### src/rtl/stream_mux_rr.sv
// stream_mux_rr: CHANNELS:1 stream multiplexer with fixed or round-robin select and one registered output stage
//   mode/sel           : 0 = fixed channel sel, 1 = round-robin among valid channels
//   in_data/in_valid   : packed producer streams, channel i at [i*WIDTH +: WIDTH]
//   in_ready           : combinational, set only for the granted channel when the output can load
//   out_data/out_chan  : registered word and its source channel, qualified by out_valid/out_ready
module stream_mux_rr #(
  parameter int WIDTH    = 8,
  parameter int CHANNELS = 4,
  parameter int SEL_W    = 2
) (
  input  logic                      clk,
  input  logic                      rst,
  input  logic                      mode,
  input  logic [SEL_W-1:0]          sel,
  input  logic [CHANNELS*WIDTH-1:0] in_data,
  input  logic [CHANNELS-1:0]       in_valid,
  output logic [CHANNELS-1:0]       in_ready,
  output logic [WIDTH-1:0]          out_data,
  output logic [SEL_W-1:0]          out_chan,
  output logic                      out_valid,
  input  logic                      out_ready
);
  logic [WIDTH-1:0]    data_q, data_d, gnt_data;
  logic [SEL_W-1:0]    chan_q, chan_d, ptr_q, ptr_d, gnt_idx;
  logic                valid_q, valid_d, any, load_en, xfer;
  logic [CHANNELS-1:0] grant;
  always_comb begin
    grant    = '0;
    gnt_idx  = '0;
    gnt_data = '0;
    any      = 1'b0;
    // rotate the search start to ptr_q so the first hit is the next channel in turn
    for (int k = 0; k < CHANNELS; k++) begin
      int j;
      j = mode ? (int'(ptr_q) + k) % CHANNELS : k;
      if (!any && in_valid[j] && (mode || int'(sel) == j)) begin
        any      = 1'b1;
        grant[j] = 1'b1;
        gnt_idx  = SEL_W'(j);
        gnt_data = in_data[j*WIDTH +: WIDTH];
      end
    end
  end
  assign load_en   = !valid_q || out_ready;
  assign xfer      = any && load_en;
  assign in_ready  = rst ? '0 : (grant & {CHANNELS{load_en}});
  assign valid_d   = xfer || (valid_q && !out_ready);
  assign data_d    = xfer ? gnt_data : data_q;
  assign chan_d    = xfer ? gnt_idx : chan_q;
  assign ptr_d     = (xfer && mode) ? SEL_W'((int'(gnt_idx) + 1) % CHANNELS) : ptr_q;
  assign out_data  = data_q;
  assign out_chan  = chan_q;
  assign out_valid = valid_q;
  always_ff @(posedge clk or posedge rst) begin
    if (rst) begin
      valid_q <= 1'b0;
      data_q  <= '0;
      chan_q  <= '0;
      ptr_q   <= '0;
    end else begin
      valid_q <= valid_d;
      data_q  <= data_d;
      chan_q  <= chan_d;
      ptr_q   <= ptr_d;
    end
  end
endmodule

### config.mk
export PLATFORM = sky130hd
export DESIGN_NAME = stream_mux_rr
export DESIGN_NICKNAME = d
export VERILOG_FILES = /design/src/rtl/stream_mux_rr.sv
export SDC_FILE = /design/constraint.sdc
export NUM_CORES = 1
export LEC_CHECK = 0
export ABC_AREA = 0
export BUFFER_PORTS_ARGS = -buffer_cell sky130_fd_sc_hd__buf_2
export CORE_MARGIN = 2
export CORE_UTILIZATION = 30
export DETAILED_ROUTE_END_ITERATION = 12
export GPL_TIMING_DRIVEN = 0
export PLACE_DENSITY_LB_ADDON = 0.08
export SLEW_MARGIN = 20
export SYNTH_ARGS = -nofsm -noshare
export SYNTH_HDL_FRONTEND = slang
export SYNTH_SLANG_ARGS = --single-unit
### constraint.sdc
create_clock -name clk -period 3.29 [get_ports clk]
set_input_delay 0.4935 -clock clk [delete_from_list [all_inputs] [get_ports clk]]
set_output_delay 0.4935 -clock clk [all_outputs]
set_load 0.03 [all_outputs]
==> results.tsv <==
metric	value	unit
placed_area	2370	sq um
fmax	0.319	GHz
synthArstFlopShare	100	%
antenna_found_initial	0	
setup_viol	0	
cp-end-kind	output pin	
r2r_cells	8	
crit_type	reg -> out	
path_max_fanout	10	
pre_cts_ws	0.0874	ns
ctsHoldBuffers	0	
netlist_area	1980	sq um
path_buf_inv	2	
row_count	29	
sw_frac_of_total	50.9	%
htreeDepth	1	
yosysTopAreaCellShare	18.2	%
pwr-share-seq	15.3	%
finalNonFillerCells	349	
p_int	926	uW
fin_util	38.3	%
nNetsFinal	315	
gp_congestion	0.756	
cap_viol_max_count	0	
synth_warnings	0	
hold_path.class	in -> async	
io_pins	57	
worstPathArrival	2.65	ns
syn_nets	253	
path_cells	nand2b_1, o32ai_4, nor2_4, and4b_1, buf_6, a22oi_1, or2_2, a21boi_0, buf_2	
synth.distinct_cells	55	
timing.final.ws_setup	0.151	ns
grt_max_degree	14	
drv_slew	0	
yosys-top-cells-area	mux4_2, dfrtp_1, mux2i_1, nand2_1, mux2_2	
route.vias.total	2039	
rsz0062_at_grt	no	
clockRootBuffer	clkbuf_8	
seq_area_frac_synth	16.4	%
die_w	85.3	microns
finish.instance_area	2450	sq um
leakagePower	1.06	nW
drc	0	
p_per_area	771	nW/um^2
post-dp-hpwl	4950	microns
diodes	0	
first_pass_iters	4	
wl_per_cell	18.4	microns
grt_usage	17.3	%
synth_edf_count	0	
syn_to_final_growth	23.4	%
cp_num_cells	9	
placedCellCount	344	
cp_top_family	simple AND/OR/NAND/NOR gates	
grt_pass1_vias	1817	
max-slew-margin-rel	55.7	%
pwr-share-comb	77.2	%
outcome	finished clean	
cts_inserted_buffers	3	
clk_pin_slew_worst_paths	0.05	ns
ys.flop_type	dfrtp_1	
final_cell_mix	buf_2, nand2_1, mux2i_1	
slowest_delay	0.44	ns
cts.sinks	13	
post-route-min-period	3.14	ns
cts_tree	built	
hold_violations	0	
tightestPinTransition	0.664	ns
drt-initial-drc-count	60	
cts_buffer_depth	2	
clkPwrFrac	7.5	%
core-area	6390	sq um
die_area	7280	sq um
post-synth-top-area-cell	mux4_2	
via_per_inst	5.84	
ant_nets	0	
gr-total-overflow	0	
chipHeight	85.3	microns
yosys_register_bits	13	
holdWs	0.304	ns
fin_skew	0.000603	ns
syn_avg_cell_area	9.40	sq um
netSwitchingPower	961	uW
cp_slowest_cell	dfrtp_1	
drive_gt1_share	40.1	%
final_common_cell	buf_2	
grt_pass1_wl	10000	microns
routed_wl	6410	microns
finalCritPeriodShare	95.4	%
peakVddDrop	0.400	mV
clock_latency	0.24	ns
critPathLaunchType	flop	
start_util	31.1	%
synth_cells	211	
worst_ep_required_time	2.80	ns
io_buffers	56	
[cells in the mapped netlist, types with 2 or more instances]
cell type	count
nor2_1	11
nand2_1	18
nand3_1	2
o221ai_1	7
mux2i_1	17
o22ai_1	8
buf_2	7
nor2b_1	6
and3b_1	2
and2_1	2
nor3_1	2
clkbuf_1	4
mux2_2	6
nand2b_1	5
dfrtp_1	13
or3_1	3
inv_1	5
mux4_2	16
buf_6	5
o211ai_1	3
o21ai_0	11
a21oi_1	7
a22oi_1	8
and3_1	3
a211oi_1	2
a31oi_1	8
a32o_1	2
[power by group through the flow]
| stage | Clock (mW) | Sequential, mW | Combinational, mW |
|---|---|---|---|
| finish | 0.141 | 0.289 | 1.46 |
| global placement | 0 | 0.291 | 1.42 |
| detailed placement | 0 | 0.291 | 1.42 |
| global route | 0.153 | 0.300 | 1.57 |
| CTS | 0.147 | 0.289 | 1.43 |
| floorplan | 0 | 0.415 | 0.935 |
[stage by stage]
step	setup TNS, ns	total power, mW
after floorplan	0	1.35
after global placement	-0.709	1.71
after detailed placement	0	1.71
after CTS	0	1.87
after global routing	0	2.02
final	0	1.89
[sequential cells by signal, indices dropped and copies added (netlist names)]
register,count
ptr_q,2
out_valid,1
out_data,8
out_chan,2
[cell families after synthesis]
logic type / after synthesis / share of synthesized area, %
buf+inv: 22 / 6.56
compound gates: 72 / 27.7
xor+xnor: 2 / 0.883
simple gates: 62 / 17.5
flops: 13 / 16.4
mux: 40 / 30.9
[repair_timing]
| action | 4_1_cts | 5_1_grt |
|---|---|---|
| cloned | 0 | 0 |
| endpoints found under the setup margin | 1 | 3 |
| gates resized for setup | 0 | 4 |
| buffers inserted | 1 | 0 |
| pin swaps | 1 | 0 |
| hold endpoints to repair | 0 | 0 |
[path summary, 6_finish.rpt]
path	startpoint	to	slack (ns)
max	ptr_q[1]	in_ready[0]	0.15
min	rst	out_valid	0.30
max reg2reg	ptr_q[0]	out_data[7]	0.44
min reg2reg	out_chan[1]	out_chan[1]	0.50
max in group asynchronous	rst	out_data[3]	2.65
min in group clk	out_chan[1]	out_chan[1]	0.50
[area by class of cell]
class,count,area (sq um)
Fill cell,673,3940
Clock buffer,4,45.0
Timing Repair Buffer,57,288
Buffer,17,114
Multi-Input combinational cell,176,1560
Inverter,5,18.8
Tap cell,77,96.3
Sequential cell,13,325
[routing by layer]
metal | GRT usage, % | vias up | wire length (microns)
li1 | - | 980 | -
met1 | 28.5 | 991 | 3420
met2 | 24.1 | 59 | 2680
met3 | 1.26 | 9 | 234
met4 | 4.33 | 0 | 70
met5 | 0 | - | 0
No activity file was read; power rests on OpenSTA's default activity.
